===== src/rtl/br_write_arbiter_if.sv =====
`default_nettype none
// ============================================================================
//  Module   : br_write_arbiter_if
//  Purpose  : Bundle of request, bank-write and read-bypass signals shared
//             between the writeback requesters and the register-bank arbiter.
//  Revision : 1.0  initial release
// ============================================================================
interface br_write_arbiter_if #(
  parameter int DATA_W = 32,
  parameter int ADDR_W = 5
);
  logic              hold;
  logic              alu_valid;
  logic [ADDR_W-1:0] alu_addr;
  logic [DATA_W-1:0] alu_data;
  logic              alu_ready;
  logic              mem_valid;
  logic [ADDR_W-1:0] mem_addr;
  logic [DATA_W-1:0] mem_data;
  logic              mem_ready;
  logic              lnk_valid;
  logic [DATA_W-1:0] lnk_data;
  logic              lnk_ready;
  logic              br_we;
  logic [ADDR_W-1:0] br_waddr;
  logic [DATA_W-1:0] br_wdata;
  logic              br_jal;
  logic [ADDR_W-1:0] rd_addr_a;
  logic [ADDR_W-1:0] rd_addr_b;
  logic              byp_a_hit;
  logic              byp_b_hit;
  logic [DATA_W-1:0] byp_data;

  // Arbiter side
  modport slave (
    input  hold,
    input  alu_valid, alu_addr, alu_data,
    output alu_ready,
    input  mem_valid, mem_addr, mem_data,
    output mem_ready,
    input  lnk_valid, lnk_data,
    output lnk_ready,
    output br_we, br_waddr, br_wdata, br_jal,
    input  rd_addr_a, rd_addr_b,
    output byp_a_hit, byp_b_hit, byp_data
  );

  // Requester / bank side
  modport master (
    output hold,
    output alu_valid, alu_addr, alu_data,
    input  alu_ready,
    output mem_valid, mem_addr, mem_data,
    input  mem_ready,
    output lnk_valid, lnk_data,
    input  lnk_ready,
    input  br_we, br_waddr, br_wdata, br_jal,
    output rd_addr_a, rd_addr_b,
    input  byp_a_hit, byp_b_hit, byp_data
  );
endinterface
`default_nettype wire


===== src/rtl/br_write_arbiter.sv =====
`default_nettype none
// ============================================================================
//  Module   : br_write_arbiter
//  Purpose  : Round-robin arbiter sharing the register bank's single write
//             port between ALU, load and link writebacks, with a one-entry
//             staging slot and a read-bypass view of the staged write.
//  Revision : 1.0  initial release
// ============================================================================
module br_write_arbiter #(
  parameter int DATA_W   = 32,
  parameter int ADDR_W   = 5,
  parameter int LINK_REG = 31
) (
  input  logic              clk,
  input  logic              rst_n,
  br_write_arbiter_if.slave bus
);

  localparam logic [1:0]        REQ_ALU   = 2'd0;
  localparam logic [1:0]        REQ_MEM   = 2'd1;
  localparam logic [1:0]        REQ_LNK   = 2'd2;
  localparam logic [ADDR_W-1:0] LINK_ADDR = ADDR_W'(LINK_REG);
  localparam logic [ADDR_W-1:0] ZERO_ADDR = '0;

  logic [1:0]        rr_ptr_q,   rr_ptr_d;
  logic              br_we_q,    br_we_d;
  logic              br_jal_q,   br_jal_d;
  logic [ADDR_W-1:0] br_waddr_q, br_waddr_d;
  logic [DATA_W-1:0] br_wdata_q, br_wdata_d;

  logic [2:0]        req_vec;
  logic              grant_any;
  logic [1:0]        grant_idx;
  logic              accept;
  logic [ADDR_W-1:0] sel_addr;
  logic [DATA_W-1:0] sel_data;

  assign req_vec   = {bus.lnk_valid, bus.mem_valid, bus.alu_valid};
  assign grant_any = |req_vec;

  // Round-robin search: first valid requester starting from rr_ptr
  always_comb begin
    grant_idx = REQ_ALU;
    case (rr_ptr_q)
      REQ_MEM: begin
        if      (req_vec[REQ_MEM]) grant_idx = REQ_MEM;
        else if (req_vec[REQ_LNK]) grant_idx = REQ_LNK;
        else                       grant_idx = REQ_ALU;
      end
      REQ_LNK: begin
        if      (req_vec[REQ_LNK]) grant_idx = REQ_LNK;
        else if (req_vec[REQ_ALU]) grant_idx = REQ_ALU;
        else                       grant_idx = REQ_MEM;
      end
      default: begin
        if      (req_vec[REQ_ALU]) grant_idx = REQ_ALU;
        else if (req_vec[REQ_MEM]) grant_idx = REQ_MEM;
        else                       grant_idx = REQ_LNK;
      end
    endcase
  end

  // The staging slot is rewritten every cycle, so acceptance only waits on
  // hold; reset also gates it so no request is consumed while in reset.
  assign accept        = grant_any & ~bus.hold & rst_n;
  assign bus.alu_ready = accept & (grant_idx == REQ_ALU);
  assign bus.mem_ready = accept & (grant_idx == REQ_MEM);
  assign bus.lnk_ready = accept & (grant_idx == REQ_LNK);

  // Select address/data of the granted requester; link writes target LINK_REG
  always_comb begin
    sel_addr = bus.alu_addr;
    sel_data = bus.alu_data;
    case (grant_idx)
      REQ_MEM: begin
        sel_addr = bus.mem_addr;
        sel_data = bus.mem_data;
      end
      REQ_LNK: begin
        sel_addr = LINK_ADDR;
        sel_data = bus.lnk_data;
      end
      default: begin
        sel_addr = bus.alu_addr;
        sel_data = bus.alu_data;
      end
    endcase
  end

  // Next pointer and staging slot; writes to $0 are consumed but dropped
  always_comb begin
    rr_ptr_d   = rr_ptr_q;
    br_we_d    = 1'b0;
    br_jal_d   = 1'b0;
    br_waddr_d = br_waddr_q;
    br_wdata_d = br_wdata_q;
    if (accept) begin
      rr_ptr_d = (grant_idx == REQ_LNK) ? REQ_ALU : grant_idx + 2'd1;
      if (sel_addr != ZERO_ADDR) begin
        br_we_d    = 1'b1;
        br_jal_d   = (grant_idx == REQ_LNK);
        br_waddr_d = sel_addr;
        br_wdata_d = sel_data;
      end
    end
  end

  // State registers; reset discards any staged write
  always_ff @(posedge clk or negedge rst_n) begin
    if (!rst_n) begin
      rr_ptr_q   <= REQ_ALU;
      br_we_q    <= 1'b0;
      br_jal_q   <= 1'b0;
      br_waddr_q <= '0;
      br_wdata_q <= '0;
    end else begin
      rr_ptr_q   <= rr_ptr_d;
      br_we_q    <= br_we_d;
      br_jal_q   <= br_jal_d;
      br_waddr_q <= br_waddr_d;
      br_wdata_q <= br_wdata_d;
    end
  end

  assign bus.br_we    = br_we_q;
  assign bus.br_jal   = br_jal_q;
  assign bus.br_waddr = br_waddr_q;
  assign bus.br_wdata = br_wdata_q;

  // Bypass covers the cycle before the bank commits the staged write
  assign bus.byp_a_hit = br_we_q & (br_waddr_q == bus.rd_addr_a) & (bus.rd_addr_a != ZERO_ADDR);
  assign bus.byp_b_hit = br_we_q & (br_waddr_q == bus.rd_addr_b) & (bus.rd_addr_b != ZERO_ADDR);
  assign bus.byp_data  = br_wdata_q;

endmodule
`default_nettype wire


===== src/flat_wrapper.sv =====
// flat-port wrapper written by rule: the top's interface ports become plain ports
module br_write_arbiter_flat 
#(
  parameter int DATA_W   = 32,
  parameter int ADDR_W   = 5,
  parameter int LINK_REG = 31
)
  (clk, rst_n, bus_hold, bus_alu_valid, bus_alu_addr, bus_alu_data, bus_alu_ready, bus_mem_valid, bus_mem_addr, bus_mem_data, bus_mem_ready, bus_lnk_valid, bus_lnk_data, bus_lnk_ready, bus_br_we, bus_br_waddr, bus_br_wdata, bus_br_jal, bus_rd_addr_a, bus_rd_addr_b, bus_byp_a_hit, bus_byp_b_hit, bus_byp_data);
  br_write_arbiter_if #(.DATA_W(DATA_W), .ADDR_W(ADDR_W)) bus_i ();
  input  logic clk;
  input  logic rst_n;
  input wire logic [$bits(bus_i.hold)-1:0] bus_hold;
  input wire logic [$bits(bus_i.alu_valid)-1:0] bus_alu_valid;
  input wire logic [$bits(bus_i.alu_addr)-1:0] bus_alu_addr;
  input wire logic [$bits(bus_i.alu_data)-1:0] bus_alu_data;
  output wire logic [$bits(bus_i.alu_ready)-1:0] bus_alu_ready;
  input wire logic [$bits(bus_i.mem_valid)-1:0] bus_mem_valid;
  input wire logic [$bits(bus_i.mem_addr)-1:0] bus_mem_addr;
  input wire logic [$bits(bus_i.mem_data)-1:0] bus_mem_data;
  output wire logic [$bits(bus_i.mem_ready)-1:0] bus_mem_ready;
  input wire logic [$bits(bus_i.lnk_valid)-1:0] bus_lnk_valid;
  input wire logic [$bits(bus_i.lnk_data)-1:0] bus_lnk_data;
  output wire logic [$bits(bus_i.lnk_ready)-1:0] bus_lnk_ready;
  output wire logic [$bits(bus_i.br_we)-1:0] bus_br_we;
  output wire logic [$bits(bus_i.br_waddr)-1:0] bus_br_waddr;
  output wire logic [$bits(bus_i.br_wdata)-1:0] bus_br_wdata;
  output wire logic [$bits(bus_i.br_jal)-1:0] bus_br_jal;
  input wire logic [$bits(bus_i.rd_addr_a)-1:0] bus_rd_addr_a;
  input wire logic [$bits(bus_i.rd_addr_b)-1:0] bus_rd_addr_b;
  output wire logic [$bits(bus_i.byp_a_hit)-1:0] bus_byp_a_hit;
  output wire logic [$bits(bus_i.byp_b_hit)-1:0] bus_byp_b_hit;
  output wire logic [$bits(bus_i.byp_data)-1:0] bus_byp_data;
  assign bus_i.hold = bus_hold;
  assign bus_i.alu_valid = bus_alu_valid;
  assign bus_i.alu_addr = bus_alu_addr;
  assign bus_i.alu_data = bus_alu_data;
  assign bus_alu_ready = bus_i.alu_ready;
  assign bus_i.mem_valid = bus_mem_valid;
  assign bus_i.mem_addr = bus_mem_addr;
  assign bus_i.mem_data = bus_mem_data;
  assign bus_mem_ready = bus_i.mem_ready;
  assign bus_i.lnk_valid = bus_lnk_valid;
  assign bus_i.lnk_data = bus_lnk_data;
  assign bus_lnk_ready = bus_i.lnk_ready;
  assign bus_br_we = bus_i.br_we;
  assign bus_br_waddr = bus_i.br_waddr;
  assign bus_br_wdata = bus_i.br_wdata;
  assign bus_br_jal = bus_i.br_jal;
  assign bus_i.rd_addr_a = bus_rd_addr_a;
  assign bus_i.rd_addr_b = bus_rd_addr_b;
  assign bus_byp_a_hit = bus_i.byp_a_hit;
  assign bus_byp_b_hit = bus_i.byp_b_hit;
  assign bus_byp_data = bus_i.byp_data;
  br_write_arbiter #(.DATA_W(DATA_W), .ADDR_W(ADDR_W), .LINK_REG(LINK_REG)) u_core (.clk(clk), .rst_n(rst_n), .bus(bus_i));
endmodule

===== config.mk =====
export PLATFORM = sky130hd
export DESIGN_NAME = br_write_arbiter_flat
export DESIGN_NICKNAME = d
export VERILOG_FILES = /design/src/rtl/br_write_arbiter_if.sv /design/src/rtl/br_write_arbiter.sv /design/src/flat_wrapper.sv
export SDC_FILE = /design/constraint.sdc
export NUM_CORES = 1
export LEC_CHECK = 0
export CAP_MARGIN = 10
export CORE_ASPECT_RATIO = 1.1
export CORE_MARGIN = 3
export CORE_UTILIZATION = 37
export CTS_BUF_LIST = sky130_fd_sc_hd__clkbuf_4
export DETAILED_ROUTE_END_ITERATION = 6
export GPL_TIMING_DRIVEN = 1
export PLACE_DENSITY = 0.84
export SLEW_MARGIN = 5
export SYNTH_ARGS = -nofsm -noshare
export SYNTH_HDL_FRONTEND = slang
export SYNTH_SLANG_ARGS = --single-unit

===== constraint.sdc =====
create_clock -name clk -period 4.3 [get_ports clk]
set_input_delay 0.86 -clock clk [delete_from_list [all_inputs] [get_ports clk]]
set_output_delay 0.86 -clock clk [all_outputs]
set_load 0.005 [all_outputs]

* Word-level counts from Yosys, hierarchy flattened
Cells that the tools add are included.
Widths: inputs -> output; s select.
** Word-level totals
- Word-level logic and storage cells :: 42
- Register bits :: 41
** Operators by class
- Bitwise operators :: 10
- Multiplexer cells :: 14
- Equal/unequal tests :: 6
- Add/subtract/negate cells :: 1
- Reductions and logical operators :: 6
** Operators with widths (count)
- $pmux 32 s2 :: 1
- $reduce_bool 5->1 :: 3
- $mux 2 :: 6
- $eq 5x5->1 :: 2
- $pmux 5 s2 :: 1
- $and 1x1->1 :: 9
- $mux 1 :: 5
- $eq 2x1->1 const B :: 2
- $eq 2x2->1 const B :: 2
- $pmux 2 s2 :: 1
- $reduce_or 3->1 :: 1
- $add 2x1->2 const B :: 1
- $logic_not 2->1 :: 1
- $reduce_and 2->1 :: 1
- $not 1->1 :: 1

* Depth between registers and ports, before layout
- Word-level depth :: 8
- Mapped depth :: 14

* Worst setup path before layout
Ideal clock, no wire load.
- Path kind :: input to register
- Start point :: input bus_lnk_valid
- End point :: register u_core.br_wdata_q[0], in the netlist u_core.bus.br_wdata[0]
- Arrival :: 3.097 ns
- Data required time :: 4.175 ns
- Stages :: 11
- Path slack :: 1.078 ns
- Setup time :: 0.125 ns
- Cells stage by stage :: nor2_1 > a22oi_1 > o22a_1 > ha_1 > buf_2 > a211o_1 > a222oi_1 > a31o_2 > inv_2 > buf_6 > mux2_4
** On the way
- Cells in the longest elaborated chain, start to end :: 7
- Elaborated cells on any way between the ends :: 13
- Classes of those cells :: 2 x eq/ne; 6 x mux; 2 x bitwise; 3 x reduce/logical
** RTL lines
- start: declaration :: line flat_wrapper.sv:21 : input wire logic [$bits(bus_i.lnk_valid)-1:0] bus_lnk_valid;
- $mux 2 :: line br_write_arbiter.sv:47 : else if (req_vec[REQ_LNK]) grant_idx = REQ_LNK;
- $mux 2 :: line br_write_arbiter.sv:46 : if (req_vec[REQ_MEM]) grant_idx = REQ_MEM;
- $pmux 2 s2 :: line br_write_arbiter.sv:44 : case (rr_ptr_q)
- $eq 2x2->1 or $eq 2x1->1 (tied branches) :: line br_write_arbiter.sv:74 : case (grant_idx)
- $pmux 5 s2 :: line br_write_arbiter.sv:74
- $reduce_bool 5->1 :: line br_write_arbiter.sv:99 : if (sel_addr != ZERO_ADDR) begin
- $reduce_and 2->1 (no source line)
- end signal: assignment :: line br_write_arbiter.sv:121 : br_wdata_q <= br_wdata_d;
- end: declaration :: line br_write_arbiter.sv:29 : logic [DATA_W-1:0] br_wdata_q, br_wdata_d;
Several ways; a longest one is shown, not always the timed one.
A chain may end at the register's enable or synchronous reset.

* Worst setup path in the final report
- Start point :: input bus_lnk_valid
- End point :: output bus_lnk_ready
** On the way
- Cells in the longest elaborated chain, start to end :: 5
- Elaborated cells on any way between the ends :: 9
- Classes of those cells :: 1 x eq/ne; 4 x mux; 3 x bitwise; 1 x reduce/logical
** RTL lines
- $mux 2 :: line br_write_arbiter.sv:47
- $mux 2 :: line br_write_arbiter.sv:46
- $pmux 2 s2 :: line br_write_arbiter.sv:44
- $eq 2x2->1 :: line br_write_arbiter.sv:68 : assign bus.lnk_ready = accept & (grant_idx == REQ_LNK);
- $and 1x1->1 (*) :: line br_write_arbiter.sv:68
- end: declaration :: line flat_wrapper.sv:23 : output wire logic [$bits(bus_i.lnk_ready)-1:0] bus_lnk_ready;
Every way passes the cells marked *; elsewhere a longest branch is shown, timed or not.

==> results.sh <==
export IMPL_outcome="finished clean"
export IMPL_antenna_found_initial=0
export IMPL_crit_arrival_ns=3.08
export IMPL_cts_resized=0
export IMPL_die_x_um=89.9
export IMPL_syn_to_final_growth_pct=66.5
export IMPL_cts_sinks=41
export IMPL_worst_slew_pin_slew_ns=0.534
export IMPL_ir_drop_uv=511
export IMPL_hold_viol=0
export IMPL_postSynthAreaPerCell_um2=9.73
export IMPL_core_mm2=0.00747
export IMPL_gp_congestion=0.785
export IMPL_hp_class="reg -> reg"
export IMPL_clk_pin_slew_ns=0.12
export IMPL_wirelength_um=9320
export IMPL_wl_per_cell_um=16.6
export IMPL_syn_num_nets=423
export IMPL_ys_flop_type="dfrtp_1"
export IMPL_vias=2782
export IMPL_maxCapViolCount=0
export IMPL_die_y_um=98.2
export IMPL_portBuffers=197
export IMPL_post_dp_hpwl_um=7380
export IMPL_cts_root_buf="clkbuf_4"
export IMPL_ys_ff_latch=41
export IMPL_synthesis_area_mm2=0.00286
export IMPL_vias_per_cell=4.95
export IMPL_drc_errors=0
export IMPL_ios=198
export IMPL_grt_max_degree=43
export IMPL_worstSetupStartpointType="primary input"
export IMPL_relSlewSlack_pct=64.4
export IMPL_grt_first_pass_wirelength_um=14900
export IMPL_final_min_clock_period_ns=3.94
export IMPL_final_cell_mix="196 x clkdlybuf4s50_1, 41 x dfrtp_1, 37 x nand2_1, 37 x o21ai_0, 33 x a22oi_1"
export IMPL_cts_buffers=5
export IMPL_power_density_mw_per_mm2=625
export IMPL_syn_inst=294
export IMPL_cts_max_path_buffers=2
export IMPL_placementRows=33
export IMPL_final_setup_tns_ns=0
export IMPL_diodes=0
export IMPL_whs_ns=0.552
export IMPL_leakage_nw=1.97
export IMPL_initial_utilization_pct=38.3
export IMPL_synth_enable_flop_cells=0
export IMPL_grt_use_total_pct=20.6
export IMPL_crit_fanout=21
export IMPL_crit_required_ns=3.44
export IMPL_yosysSeqAreaShare_pct=35.9
export IMPL_cts_hold_buf=0
export IMPL_final_common_cell="clkdlybuf4s50_1"
export IMPL_final_max_slew_viol_count=0
export IMPL_utilization_pct=63.8
export IMPL_worst_setup_path_type="in -> out"
export IMPL_fp_dieArea_mm2=0.00883
export IMPL_async_flop_share_pct=100
export IMPL_ys_types=31
export IMPL_post_cts_buffers=0
export IMPL_end_kind="output pin"
export IMPL_cts_tree="built"
export IMPL_cts_max_level=2
export IMPL_setup_violations_final=0
export IMPL_clk_insertion_delay_late_ns=0.35
export IMPL_nets=585
export IMPL_first_pass_iters=4
export IMPL_grt_overflow=0
export IMPL_period_share_pct=91.6
export IMPL_final_layout_size_suffix_gt1_share_pct=11.4
export IMPL_rsz0062_at_grt="false"
export IMPL_fin_skew_ns=0.0196
export IMPL_drtAntennaViolNets=0
export IMPL_yosysWarnings=0
export IMPL_grt_pass1_vias=2887
export IMPL_drtIter0Drc=91
export IMPL_max_freq_mhz=254
export IMPL_finalPower_mw=2.98
registers in the layout, summed over array words and instances, names as in the netlist:
signal / cells
u_core.bus.br_we: 1
u_core.rr_ptr_q: 2
u_core.bus.br_jal: 1
u_core.bus.br_waddr: 5
u_core.bus.br_wdata: 32
power breakdown:
| part | total, mW | switching (mW) | internal (mW) |
|---|---|---|---|
| combinational | 1.98 | 0.825 | 1.16 |
| clock | 0.250 | 0.129 | 0.120 |
| sequential | 0.746 | 0.183 | 0.562 |
cells by family after synthesis:
kind of cell	count (synthesis)	synth area share, %
compound gates	90	20.6
xor+xnor	8	2.45
fa+ha+maj	7	3.06
buf+inv	61	13.3
flops	41	35.9
mux	32	16.4
simple gates	55	8.26
cells in the mapped netlist (3+ instances only):
master,instances,area (µm²)
dfrtp_1,41,1030
nand2_1,37,139
o21ai_0,37,185
a22oi_1,33,248
buf_4,32,240
mux2_4,29,435
inv_1,9,33.8
clkbuf_1,8,30.0
ha_1,7,87.6
a211o_1,5,43.8
a21oi_1,5,25.0
buf_1,5,18.8
xnor2_1,5,43.8
buf_6,4,45.0
nand2b_1,4,25.0
nor3_1,4,20.0
a32o_1,3,30.0
and2_1,3,18.8
mux2_2,3,33.8
nor2_1,3,11.3
xor2_1,3,26.3
worst max-delay path: stages:
cell and delay, ns:
clkdlybuf4s50_1 0.53, nor2_1 0.07, a22oi_1 0.17, o22a_1 0.24
ha_2 0.49, and2_1 0.22, clkdlybuf4s50_1 0.51
area by class of cell:
cell class / count / area (µm²)
Multi-Input combinational cell: 192 / 1460
Fill cell: 627 / 2710
Clock buffer: 5 / 37.5
Tap cell: 105 / 131
Sequential cell: 41 / 1030
Timing Repair Buffer: 206 / 2030
Inverter: 10 / 37.5
Clock inverter: 3 / 41.3
per-layer routing:
metal / wire (µm) / part of all wire [%] / global-route usage, % / up-vias
met5: 0 / 0 / 0 / -
met4: 100 / 1.1 / 4.36 / 0
met2: 4740 / 51 / 37.3 / 123
met1: 3820 / 41 / 24.9 / 1312
li1: - / - / - / 1337
met3: 662 / 7.1 / 5.08 / 10
through the flow:
step	setup WS, ns	std cells	cell area (µm²)
CTS	0.343	562	4760
global placement	0.410	554	4690
finish	0.360	562	4760
floorplan	1.08	294	2860
global route	0.192	562	4760
detailed placement	0.331	554	4690
final timing paths:
| kind | startpoint | endpoint | slack, ns | cells past startpoint |
|---|---|---|---|---|
| setup / recovery | bus_lnk_valid | bus_lnk_ready | 0.36 | 7 |
| hold / removal | u_core.bus.br_wdata[27]$_DFFE_PN0P_ | u_core.bus.br_wdata[27]$_DFFE_PN0P_ | 0.55 | 1 |
| setup reg to reg | u_core.rr_ptr_q[0]$_DFFE_PN0P_ | u_core.bus.br_wdata[16]$_DFFE_PN0P_ | 0.93 | 12 |
| hold reg to reg | u_core.bus.br_wdata[27]$_DFFE_PN0P_ | u_core.bus.br_wdata[27]$_DFFE_PN0P_ | 0.55 | 1 |
| max in group asynchronous | rst_n | u_core.bus.br_wdata[22]$_DFFE_PN0P_ | 3.26 | 2 |
| min in group asynchronous | rst_n | u_core.bus.br_wdata[25]$_DFFE_PN0P_ | 0.66 | 2 |
Note: power is estimated with default switching activity, not from simulation.
